[src/rtl/elevator_scheduler.sv]
// elevator_scheduler: LOOK-ordered floor request scheduler with door dwell and emergency halt.
// Define SCHED_FLOOR_LOCK_EN to add lock_mask, which blocks calls to and selection of locked floors.
module elevator_scheduler #(
    parameter int NUM_FLOORS   = 16,
    parameter int FLOOR_W      = 4,
    parameter int DWELL_CYCLES = 4
) (
    input  logic                  clk,
    input  logic                  reset,
    input  logic                  Emergency,
    input  logic                  call_valid,
    input  logic [FLOOR_W-1:0]    call_floor,
    input  logic [FLOOR_W-1:0]    current_floor,
    input  logic                  door_open,
`ifdef SCHED_FLOOR_LOCK_EN
    input  logic [NUM_FLOORS-1:0] lock_mask,
`endif
    output logic [FLOOR_W-1:0]    target_floor,
    output logic                  target_valid,
    output logic [NUM_FLOORS-1:0] pending,
    output logic                  sweep_up,
    output logic                  busy,
    output logic                  call_reject
);
    localparam int CW = DWELL_CYCLES > 1 ? $clog2(DWELL_CYCLES) : 1;

    typedef enum logic [1:0] {IDLE, SERVE, DWELL, HALT} state_t;

    state_t                state, state_n;
    logic [FLOOR_W-1:0]    target_n, sel, up_lo, below_hi, down_hi, above_lo;
    logic                  up_lo_ok, down_hi_ok, sel_ok, sel_up, sweep_n, call_bad, arrive;
    logic [NUM_FLOORS-1:0] eligible, pending_n, clr_mask, call_bit, cur_bit, tgt_bit;
    logic [CW-1:0]         cnt, cnt_n;

    // A shifted-out one means the call index is beyond the last served floor.
    assign call_bit = NUM_FLOORS'(1) << call_floor;
    assign cur_bit  = NUM_FLOORS'(1) << current_floor;
    assign tgt_bit  = NUM_FLOORS'(1) << target_floor;
`ifdef SCHED_FLOOR_LOCK_EN
    assign eligible = pending & ~lock_mask;
    assign call_bad = call_bit == '0 || |(call_bit & lock_mask);
`else
    assign eligible = pending;
    assign call_bad = call_bit == '0;
`endif
    assign arrive       = state == SERVE && current_floor == target_floor && door_open && |(eligible & tgt_bit);
    assign target_valid = state == SERVE;
    assign busy         = state != IDLE;

    always_comb begin
        up_lo_ok   = 1'b0;
        down_hi_ok = 1'b0;
        up_lo      = '0;
        below_hi   = '0;
        down_hi    = '0;
        above_lo   = '0;
        for (int i = 0; i < NUM_FLOORS; i++) begin
            if (eligible[i] && FLOOR_W'(i) >= current_floor && !up_lo_ok) begin
                up_lo_ok = 1'b1;
                up_lo    = FLOOR_W'(i);
            end
            if (eligible[i] && FLOOR_W'(i) < current_floor) below_hi = FLOOR_W'(i);
            if (eligible[i] && FLOOR_W'(i) <= current_floor) begin
                down_hi_ok = 1'b1;
                down_hi    = FLOOR_W'(i);
            end
            if (eligible[i] && FLOOR_W'(i) > current_floor && above_lo == '0 && FLOOR_W'(i) != '0) above_lo = FLOOR_W'(i);
        end
        sel_ok = |eligible;
        sel    = sweep_up ? (up_lo_ok ? up_lo : below_hi) : (down_hi_ok ? down_hi : above_lo);
        sel_up = sweep_up ? up_lo_ok : !down_hi_ok;
    end

    always_comb begin
        state_n  = state;
        target_n = target_floor;
        sweep_n  = sweep_up;
        cnt_n    = cnt;
        clr_mask = '0;
        if (Emergency) begin
            state_n  = HALT;
            target_n = current_floor;
        end else begin
            case (state)
                IDLE: if (sel_ok) begin
                    state_n  = SERVE;
                    target_n = sel;
                    sweep_n  = sel_up;
                end
                SERVE: if (arrive) begin
                    clr_mask = tgt_bit;
                    cnt_n    = CW'(DWELL_CYCLES - 1);
                    state_n  = DWELL;
                end else if (sel_ok) begin
                    target_n = sel;
                    sweep_n  = sel_up;
                end else begin
                    state_n = IDLE;
                end
                // Clearing the current floor every dwell cycle absorbs late calls to it.
                DWELL: begin
                    clr_mask = cur_bit;
                    target_n = current_floor;
                    if (cnt == '0) state_n = IDLE;
                    else cnt_n = cnt - CW'(1);
                end
                HALT: begin
                    state_n = IDLE;
                    cnt_n   = '0;
                end
            endcase
        end
        pending_n = (pending | (call_valid && !call_bad ? call_bit : '0)) & ~clr_mask;
    end

    always_ff @(posedge clk) begin
        if (reset) begin
            state        <= IDLE;
            target_floor <= '0;
            pending      <= '0;
            sweep_up     <= 1'b1;
            cnt          <= '0;
            call_reject  <= 1'b0;
        end else begin
            state        <= state_n;
            target_floor <= target_n;
            pending      <= pending_n;
            sweep_up     <= sweep_n;
            cnt          <= cnt_n;
            call_reject  <= call_valid && call_bad;
        end
    end
endmodule
[config.mk]
export PLATFORM = sky130hd
export DESIGN_NAME = elevator_scheduler
export DESIGN_NICKNAME = d
export VERILOG_FILES = /design/src/rtl/elevator_scheduler.sv
export SDC_FILE = /design/constraint.sdc
export NUM_CORES = 1
export LEC_CHECK = 0
export CORE_MARGIN = 10
export CORE_UTILIZATION = 45
export CTS_BUF_LIST = sky130_fd_sc_hd__clkbuf_8
export CTS_CLUSTER_DIAMETER = 40
export DETAILED_ROUTE_END_ITERATION = 6
export PLACE_DENSITY = 0.78
export SYNTH_ARGS = -nofsm -noshare
export SYNTH_HDL_FRONTEND = slang
export SYNTH_SLANG_ARGS = --single-unit
[constraint.sdc]
create_clock -name clk -period 2.7 [get_ports clk]
set_input_delay 0.405 -clock clk [delete_from_list [all_inputs] [get_ports clk]]
set_output_delay 0.405 -clock clk [all_outputs]
set_load 0.005 [all_outputs]
==> results of run 1 <==
routing by layer:
layer	up-vias	routed length, um	global-route usage, %
met5	-	13	0
met2	327	6868	42.02
met4	2	650	10.97
li1	2152	-	-
met3	66	1563	5.210
met1	2190	5779	30.26
timing repair:
item                       4_1_cts  5_1_grt
setup endpoints to repair        6        4
gates resized for setup         10       14
pin swaps                        2        1
hold buffers                     0        0
buffers inserted                 2        0
flip-flops by register name, indices dropped and copies added, names as in the netlist:
signal        cells
cnt               2
sweep_up          1
pending          16
state             2
target_floor      4
call_reject       1
stage by stage:
| stage | worst slack, ns | util, % | power (mW) | cell area, um^2 |
|---|---|---|---|---|
| after floorplan | 0.1964 | - | 0.7969 | 3437 |
| after global placement | -0.3788 | 65.37 | 1.098 | 4792 |
| after detailed placement | -0.5112 | 65.37 | 1.111 | 4792 |
| after CTS | 0.03485 | 66.67 | 1.380 | 4887 |
| after global routing | -0.05286 | 67.20 | 1.469 | 4926 |
| final | 0.06565 | 67.20 | 1.406 | 4926 |
worst min-delay path: stages (launching register included):
cell and delay [ns]:
dfxtp_1 0.34, a21oi_1 0.11, nor3_1 0.06
report_power, final:
| group | leakage, nW | switching [mW] | internal [mW] |
|---|---|---|---|
| Sequential | 0.213 | 0.0399 | 0.406 |
| Clock | 0.0288 | 0.136 | 0.131 |
| Combinational | 1.76 | 0.365 | 0.328 |
| Total | 2.00 | 0.541 | 0.865 |
cell families (layout without fill, tap and decap cells):
| group | count (synthesis) | in the layout | synth area share (%) |
|---|---|---|---|
| AOI/OAI and AO/OA | 202 | 202 | 40.70 |
| and+or+nand+nor | 196 | 196 | 30.21 |
| buffers and inverters | 60 | 196 | 7.900 |
| DFF | 26 | 26 | 15.14 |
| muxes | 8 | 8 | 3.094 |
| adders and majority gates | 5 | 5 | 1.820 |
| xor gates and xnor gates | 4 | 4 | 1.019 |
| other | 1 | 1 | 0.1091 |
cell usage in the layout, fill, tap and decap left out, drive strengths merged, types with 4 or more instances in the layout:
| cell | Yosys | final |
|---|---|---|
| and2 | 5 | 5 |
| nand3b | 4 | 4 |
| nor2b | 13 | 13 |
| o21ai | 41 | 41 |
| o22ai | 11 | 11 |
| a21boi | 9 | 9 |
| a31oi | 13 | 13 |
| dfxtp | 26 | 26 |
| mux2i | 5 | 5 |
| nand2 | 59 | 59 |
| inv | 17 | 17 |
| a21oi | 49 | 49 |
| nand3 | 14 | 14 |
| a211oi | 18 | 18 |
| clkbuf | 28 | 6 |
| buf | 15 | 139 |
| or2 | 9 | 9 |
| nand4 | 6 | 6 |
| clkdlybuf4s50 | 0 | 32 |
| o21a | 7 | 7 |
| nand2b | 6 | 6 |
| ha | 5 | 5 |
| a221oi | 7 | 7 |
| a22oi | 5 | 5 |
| nor3 | 19 | 19 |
| nor2 | 37 | 37 |
| nor4 | 7 | 7 |
| a211o | 4 | 4 |
final timing paths:
path / start / slack [ns] / cells past startpoint / to
hold reg to reg: cnt[0] / 0.54 / 2 / cnt[0]
setup reg to reg: pending[2] / 0.07 / 11 / target_floor[3]
hold / removal: cnt[0] / 0.54 / 2 / cnt[0]
setup / recovery: current_floor[1] / 0.07 / 11 / target_floor[3]
cell type report:
type | count | area [um^2]
Sequential cell | 26 | 520.5
Timing Repair Buffer | 175 | 1458
Inverter | 17 | 63.81
Multi-Input combinational cell | 416 | 2705
Clock buffer | 4 | 55.05
Fill cell | 611 | 2405
Tap cell | 99 | 123.9
==> flow_metrics.env, run 1 <==
export IMPL_status="finished, final reports clean"
export IMPL_finalWorstPathRequiredPeriod_ns=2.634
export IMPL_clock_sinks=26
export IMPL_synth_sequential_area_ratio_pct=15.14
export IMPL_areaGrowthSynthToFinish_pct=43.32
export IMPL_p_per_area_nw_per_um2=285.5
export IMPL_synth_edf_count=0
export IMPL_gp_congestion=1.046
export IMPL_critPathBufInv=3
export IMPL_yosysTopAreaCellShare_pct=15.14
export IMPL_worstPathCellList="dlygate4sd2_1, a211o_1, or3b_4, nand4_1, nor4_2, buf_4, a2111oi_4, buf_4, o21bai_2, a221oi_2, o21ai_1"
export IMPL_syn_area_per_cell_um2=6.847
export IMPL_yosys_top_cells_count="nand2_1, a21oi_1, nor2_1, o21ai_0, clkbuf_1"
export IMPL_synthesis_instances=502
export IMPL_syn_cell_area_um2=3437
export IMPL_critical_path_max_stage_delay_ns=0.41
export IMPL_end_kind="register"
export IMPL_critPathRequiredTime_ns=2.87
export IMPL_finalCritPeriodShare_pct=97.57
export IMPL_cp_arrival_ns=2.81
export IMPL_dp_hpwl_mm=11.85
export IMPL_rsz_0062_raised_after_global_routing="yes"
export IMPL_critPathLaunchType="primary input"
export IMPL_global_route_overflow_total=0
export IMPL_setup_viol=0
export IMPL_clk_root_buffer_cell="clkbuf_8"
export IMPL_vias_per_cell=6.427
export IMPL_grt_pass1_vias=4666
export IMPL_path_max_fanout=5
export IMPL_finalWirelength_mm=14.88
export IMPL_fp_dieH_um=107.4
export IMPL_final_nets=657
export IMPL_floorplan_rows=31
export IMPL_drc=0
export IMPL_vias=4737
export IMPL_place_port_buffers=36
export IMPL_dominantRegCellSynth="dfxtp_1"
export IMPL_tritoncts_clock_tree="done"
export IMPL_fin_hold_ws_ns=0.5364
export IMPL_synthDominantAreaCellType="dfxtp_1"
export IMPL_synth_warning_count=0
export IMPL_crit_type="in2reg"
export IMPL_timing_hold_worst_class="reg2reg"
export IMPL_dp_cells=731
export IMPL_synth_area_top_cells="dfxtp_1, a21oi_1, nand2_1"
export IMPL_number_of_buffers_added_by_the_clock_tree_synthesis_step=3
export IMPL_level_count_of_the_clock_h_tree=1
export IMPL_yosysUniqueCellTypes=83
export IMPL_cpMaxStageDelayCell="or3b_4"
export IMPL_asyncSetResetFlopFracSynth_pct=0
export IMPL_post_route_cells_drive_above_1_share_pct=29.31
export IMPL_static_leakage_power_nw=2.001
export IMPL_max_freq_mhz=379.6
export IMPL_critical_path_top_delay_family="compound AO/OA/AOI/OAI gates"
export IMPL_fin_worst_skew_ns=0.006316
export IMPL_synth_fp_nets=520
export IMPL_die_x_um=107.4
export IMPL_antennaDiodeCount=0
export IMPL_ant_nets=0
export IMPL_drt_first_iter_violations=519
export IMPL_global_route_wire_length_before_repair_mm=23.94
export IMPL_report_final_hold_viol_count=0
export IMPL_ioPinCount=37
export IMPL_layout_cells_non_filler=737
export IMPL_grt_start_max_net_pins=22
export IMPL_vdd_ir_drop_max_uv=199.7
export IMPL_cts_reportedPaths_clkPinSlew_ns=0.10
export IMPL_fp_dieArea_um2=11530
export IMPL_yosysMostFrequentCell="nand2_1"
export IMPL_grtUsageTotal_pct=25.10
export IMPL_grt_antenna_before_repair=1
export IMPL_setup_total_negative_slack_ns=0
export IMPL_timing_max_cap_violations=0
export IMPL_report_final_slew_viol_count=0
export IMPL_clk_latency_ns=0.28
export IMPL_dr_pass1_iters=6
export IMPL_floorplan_initialDensity_pct=46.89
export IMPL_number_of_storage_elements_in_the_synthesis_netlist=26
export IMPL_design_core_area_um2=7331
export IMPL_cts_path_max_buffers=2
export IMPL_post_drt_wl_per_cell_um=20.18
export IMPL_crit_path_frequent_cell="buf_4"
Power figures use the tool's default switching activity.
==> inputs of run 2 (changes only) <==
--- a/config.mk
+++ b/config.mk
@@ -14,3 +14,4 @@
 export SYNTH_ARGS = -nofsm -noshare
 export SYNTH_HDL_FRONTEND = slang
 export SYNTH_SLANG_ARGS = --single-unit
+export TNS_END_PERCENT = 1
==> run 2 against run 1 <==
  * Combinational power is essentially flat
  * Design area shrank 0.10%
  * Wire length grew 0.26%
  * First-iteration DRC count shrank 3.1%
  * Worst hold slack is essentially flat
  * Cell count is the same
  * Clock power is essentially flat
  * Total power is essentially flat
  * Worst setup slack lost 0.053 ns
  * Non-clock buffer count is the same
  * Sequential cell count is the same
  * Critical path type unchanged
  * Largest cell class unchanged
==> flow_metrics.env, run 2 (synthesized netlist as in run 1, its figures left out) <==
export IMPL_static_leakage_power_nw=2.001
export IMPL_ioPinCount=37
export IMPL_total_switching_power_mw=0.5434
export IMPL_crit_reg2reg_capture="target_floor[3]"
export IMPL_crit_path_end="target_floor[3]"
export IMPL_fp_dieArea_um2=11530
export IMPL_critical_path_top_delay_family="buffers and inverters"
export IMPL_post_route_cells_drive_above_1_share_pct=28.84
export IMPL_rrSetupSlack_ns=0.08
export IMPL_post_dp_cell_area_um2=4792
export IMPL_power_share_sequential_pct=31.7
export IMPL_ant_nets=0
export IMPL_setup_total_negative_slack_ns=0
export IMPL_post_route_worst_setup_slack_ns=0.01242
export IMPL_finalWorstPathRequiredPeriod_ns=2.688
export IMPL_final_common_cell="buf_4"
export IMPL_cpMaxStageDelayCell="dlygate4sd2_1"
export IMPL_setup_viol=0
export IMPL_share_comb_of_total_power_pct=49.1
export IMPL_global_route_overflow_total=0
export IMPL_number_of_buffers_added_by_the_clock_tree_synthesis_step=3
export IMPL_final_cell_mix="buf_4, nand2_1, a21oi_1, nor2_1, o21ai_0"
export IMPL_grt_start_max_net_pins=22
export IMPL_timing_rr_start="pending[2]"
export IMPL_tritoncts_clock_tree="done"
export IMPL_finalInstanceArea_um2=4921
export IMPL_power_switching_fraction_pct=38.60
export IMPL_max_freq_mhz=372.1
export IMPL_reg2regPathDepth=11
export IMPL_path_max_fanout=15
export IMPL_crit_path_frequent_cell="buf_4"
export IMPL_critical_path_max_stage_delay_ns=0.29
export IMPL_fin_hold_ws_ns=0.5368
export IMPL_finalCritPeriodShare_pct=99.54
export IMPL_fp_dieH_um=107.4
export IMPL_clk_root_buffer_cell="clkbuf_8"
export IMPL_p_per_area_nw_per_um2=286.0
export IMPL_setup_worst_path_start="current_floor[0]"
export IMPL_critical_path_depth=14
export IMPL_critPathLaunchType="primary input"
export IMPL_timing_hold_worst_class="reg2reg"
export IMPL_worstPathCellList="dlygate4sd2_1, buf_12, buf_4, and3_1, nor3_2, buf_4, nand3_2, a21oi_4, a2111oi_4, buf_4, buf_4, a31o_2, a221oi_2, o21ai_1"
export IMPL_vias_per_cell=6.423
export IMPL_dp_cells=731
export IMPL_totalPowerFinal_mw=1.408
export IMPL_finalWirelength_mm=14.91
export IMPL_report_final_hold_viol_count=0
export IMPL_drc=0
export IMPL_largest_register_ff_count=16
export IMPL_design_core_area_um2=7331
export IMPL_cts_hold_buf=0
export IMPL_place_port_buffers=36
export IMPL_fin_worst_skew_ns=0.008735
export IMPL_final_nets=657
export IMPL_top_register_by_number_of_flip_flops="pending"
export IMPL_cp_arrival_ns=2.86
export IMPL_grtUsageTotal_pct=25.10
export IMPL_rsz_0062_raised_after_global_routing="yes"
export IMPL_layout_cells_non_filler=737
export IMPL_cell_internal_pwr_mw=0.8642
export IMPL_cts_reportedPaths_clkPinSlew_ns=0.10
export IMPL_floorplan_initialDensity_pct=46.89
export IMPL_dp_worst_setup_slack_ns=-0.5112
export IMPL_dr_pass1_iters=5
export IMPL_clock_sinks=26
export IMPL_areaGrowthSynthToFinish_pct=43.17
export IMPL_antennaDiodeCount=0
export IMPL_gp_congestion=1.046
export IMPL_post_drt_wl_per_cell_um=20.23
export IMPL_level_count_of_the_clock_h_tree=1
export IMPL_status="finished, final reports clean"
export IMPL_timing_max_cap_violations=0
export IMPL_grt_antenna_before_repair=1
export IMPL_critPathBufInv=6
export IMPL_critPathRequiredTime_ns=2.88
export IMPL_dp_hpwl_mm=11.85
export IMPL_global_route_wire_length_before_repair_mm=23.94
export IMPL_pwr_share_clk_pct=19.2
export IMPL_report_final_slew_viol_count=0
export IMPL_crit_type="in2reg"
export IMPL_cts_path_max_buffers=2
export IMPL_drt_first_iter_violations=503
export IMPL_grt_pass1_vias=4666
export IMPL_vias=4734
export IMPL_worst_hold_path_num_cells=2
export IMPL_end_kind="register"
export IMPL_vdd_ir_drop_max_uv=199.7
export IMPL_die_x_um=107.4
export IMPL_fin_util_pct=67.13
export IMPL_biggestRegsByFlops="pending (16), target_floor (4)"
export IMPL_floorplan_rows=31
export IMPL_clk_latency_ns=0.28
[run 2: power by group through the flow]
| stage | Clock [mW] | Sequential [mW] | Combinational, mW |
|---|---|---|---|
| global placement | 0 | 0.450 | 0.649 |
| finish | 0.270 | 0.446 | 0.691 |
| detailed placement | 0 | 0.451 | 0.660 |
| CTS | 0.270 | 0.442 | 0.669 |
| global route | 0.282 | 0.446 | 0.739 |
| floorplan | 0 | 0.436 | 0.361 |
[run 2: how the worst min path moves through the flow]
stage | slack, ns | startpoint | endpoint
after floorplan | 0.46 | cnt[1] | cnt[1]
after global placement | 0.48 | cnt[1] | cnt[1]
after detailed placement | 0.52 | cnt[1] | cnt[1]
after CTS | 0.54 | cnt[0] | cnt[0]
after global routing | 0.58 | cnt[1] | cnt[1]
final | 0.54 | cnt[0] | cnt[0]
[run 2: repair_timing]
item | 4_1_cts | 5_1_grt
cloned | 0 | 0
setup buffers | 2 | 0
setup endpoints to repair | 6 | 4
resized for setup | 10 | 10
pin swaps | 2 | 1
[run 2: metal layers]
metal,part of all wire (%),wire length [um],GRT usage [%]
met1,40,5934,30.26
met5,0.087,13,0
met4,4.2,630,10.97
met3,9.4,1407,5.210
met2,46,6926,42.02
[run 2: final cells by class]
| class | instances | area (um^2) |
|---|---|---|
| multi-input combinational | 416 | 2696 |
| fill | 619 | 2410 |
| timing repair buffer | 175 | 1461 |
| sequential | 26 | 520.5 |
| tap | 99 | 123.9 |
| inverter | 17 | 63.81 |
| clock buffer | 4 | 55.05 |
[run 2: worst reg2reg max path: stages, from the launching register on]
cell	delay, ns
dfxtp_1	0.54
nor2b_1	0.26
or3b_4	0.19
nand4_1	0.14
nor4_2	0.30
buf_4	0.19
a2111oi_4	0.05
buf_4	0.17
buf_4	0.13
a31o_2	0.21
a221oi_2	0.24
o21ai_1	0.10
==> inputs of run 3 (changes only) <==
--- a/config.mk
+++ b/config.mk
@@ -5,7 +5,6 @@
 export SDC_FILE = /design/constraint.sdc
 export NUM_CORES = 1
 export LEC_CHECK = 0
-export CORE_MARGIN = 10
 export CORE_UTILIZATION = 45
 export CTS_BUF_LIST = sky130_fd_sc_hd__clkbuf_8
 export CTS_CLUSTER_DIAMETER = 40
==> run 3 against run 2 <==
  * Clock-buffer cell count unchanged
  * Highest routed layer is now met4
  * Clock skew about the same
  * Cell count up 0.41%
  * Critical path type is now reg2reg
  * Register-to-register slack worse by 0.04 ns
  * Combinational power about the same
  * Design area down 0.18%
  * Critical endpoint is now sweep_up
==> flow_metrics.env, run 3 (synthesized netlist as in run 1, its figures left out) <==
export IMPL_final_common_cell="buf_4"
export IMPL_reg2regPathDepth=9
export IMPL_grt_start_max_net_pins=22
export IMPL_fp_dieH_um=89.40
export IMPL_place_port_buffers=36
export IMPL_antennaDiodeCount=0
export IMPL_die_x_um=89.40
export IMPL_critical_path_max_stage_delay_ns=0.54
export IMPL_worst_slew_pin_slew_ns=0.5147
export IMPL_vdd_ir_drop_max_uv=230.0
export IMPL_floorplan_initialDensity_pct=46.89
export IMPL_floorplan_rows=31
export IMPL_cts_path_max_buffers=2
export IMPL_clock_sinks=26
export IMPL_path_max_fanout=4
export IMPL_finalWirelength_mm=14.45
export IMPL_design_core_area_um2=7331
export IMPL_rrSetupSlack_ns=0.04
export IMPL_cp_arrival_ns=2.84
export IMPL_cts_reportedPaths_clkPinSlew_ns=0.10
export IMPL_static_leakage_power_nw=2.003
export IMPL_drc=0
export IMPL_gp_congestion=0.9661
export IMPL_crit_path_frequent_cell="buf_4"
export IMPL_max_freq_mhz=375.5
export IMPL_report_final_hold_viol_count=0
export IMPL_final_nets=660
export IMPL_ioPinCount=37
export IMPL_areaGrowthSynthToFinish_pct=42.92
export IMPL_global_route_overflow_total=0
export IMPL_drt_first_iter_violations=497
export IMPL_dp_hpwl_mm=11.37
export IMPL_dp_worst_setup_slack_ns=-0.4777
export IMPL_ant_nets=0
export IMPL_grt_pass1_vias=4347
export IMPL_crit_type="reg2reg"
export IMPL_largest_register_ff_count=16
export IMPL_p_per_area_nw_per_um2=284.8
export IMPL_timing_max_slew_rel_slack_pct=65.61
export IMPL_finalWorstPathRequiredPeriod_ns=2.663
export IMPL_number_of_buffers_added_by_the_clock_tree_synthesis_step=3
export IMPL_setup_worst_path_start="target_floor[2]"
export IMPL_fp_dieArea_um2=7991
export IMPL_final_cell_mix="buf_4, nand2_1, a21oi_1, nor2_1, o21ai_0"
export IMPL_clk_latency_ns=0.28
export IMPL_crit_path_end="sweep_up"
export IMPL_tritoncts_clock_tree="done"
export IMPL_dr_pass1_iters=5
export IMPL_fillers=645
export IMPL_fin_worst_skew_ns=0.008799
export IMPL_grt_antenna_before_repair=0
export IMPL_biggestRegsByFlops="pending (16), target_floor (4)"
export IMPL_end_kind="register"
export IMPL_critPathBufInv=2
export IMPL_clk_root_buffer_cell="clkbuf_8"
export IMPL_setup_viol=0
export IMPL_layout_cells_non_filler=740
export IMPL_critical_path_depth=9
export IMPL_report_final_slew_viol_count=0
export IMPL_area_taken_by_multi_input_logic_gates_um2=2696
export IMPL_post_route_cells_drive_above_1_share_pct=29.95
export IMPL_grtUsageTotal_pct=37.03
export IMPL_cpMaxStageDelayCell="mux4_2"
export IMPL_finalCritPeriodShare_pct=98.64
export IMPL_vias_per_cell=6.312
export IMPL_timing_rr_start="target_floor[2]"
export IMPL_worstPathCellList="mux4_2, nor2b_1, a211oi_1, nor3_2, buf_4, buf_4, nor4_1, a31oi_1, or2_2"
export IMPL_post_route_worst_setup_slack_ns=0.03680
export IMPL_rsz_0062_raised_after_global_routing="yes"
export IMPL_top_register_by_number_of_flip_flops="pending"
export IMPL_timing_max_cap_violations=0
export IMPL_post_drt_wl_per_cell_um=19.52
export IMPL_register_area_um2=524.3
export IMPL_dp_cells=734
export IMPL_critPathLaunchType="register"
export IMPL_status="finished, final reports clean"
export IMPL_vias=4671
export IMPL_timing_hold_worst_class="reg2reg"
export IMPL_critPathRequiredTime_ns=2.88
export IMPL_level_count_of_the_clock_h_tree=1
export IMPL_global_route_wire_length_before_repair_mm=22.23
export IMPL_critical_path_top_delay_family="simple AND/OR/NAND/NOR gates"
export IMPL_crit_reg2reg_capture="sweep_up"
export IMPL_fin_util_pct=67.01
run 3: repair_timing:
item | 4_1_cts | 5_1_grt
hold buffers | 0 | 0
pin swaps | 1 | 4
buffers inserted | 1 | 1
endpoints found under the setup margin | 4 | 8
resized for setup | 13 | 13
run 3: per-layer routing:
layer,routed length [um],GRT usage (%)
met1,5912,46.86
met2,6672,62.94
met3,1157,4.524
met4,704,16.59
met5,0,0
run 3: how the worst min path moves through the flow:
| stage | startpoint | to | slack [ns] | cells past startpoint |
|---|---|---|---|---|
| after floorplan | cnt[1] | cnt[1] | 0.46 | 2 |
| after global routing | cnt[0] | cnt[0] | 0.57 | 2 |
| after detailed placement | cnt[1] | cnt[1] | 0.52 | 2 |
| final | cnt[1] | cnt[1] | 0.54 | 2 |
| after global placement | cnt[1] | cnt[1] | 0.48 | 2 |
| after CTS | cnt[1] | cnt[1] | 0.55 | 2 |
run 3: area by class of cell:
cell class	count	share of cell area, %
Clock buffer	4	1.121
Inverter	17	1.375
Multi-Input combinational cell	416	54.89
Sequential cell	26	10.67
Tap cell	99	2.522
Timing Repair Buffer	178	29.42
run 3: report_power, final:
group          switching [mW]  leakage [nW]  internal [mW]
Clock                   0.137        0.0288          0.131
Sequential             0.0343         0.214          0.406
Combinational           0.365          1.76          0.326
run 3: through the flow:
| step | total power [mW] | hold slack [ns] | area [um^2] | setup TNS, ns |
|---|---|---|---|---|
| after floorplan | 0.7969 | 0.4604 | 3437 | 0 |
| after global placement | 1.097 | 0.4771 | 4777 | -2.833 |
| after detailed placement | 1.106 | 0.5240 | 4777 | -3.740 |
| after CTS | 1.377 | 0.5488 | 4882 | 0 |
| after global routing | 1.461 | 0.5682 | 4912 | -0.09785 |
| final | 1.399 | 0.5406 | 4912 | 0 |
run 3: worst reg2reg max path, stage by stage (launching register included):
cell	delay, ns
dfxtp_2	0.42
mux4_2	0.54
nor2b_1	0.17
a211oi_1	0.28
nor3_2	0.09
buf_4	0.15
buf_4	0.14
nor4_1	0.36
a31oi_1	0.13
or2_2	0.29
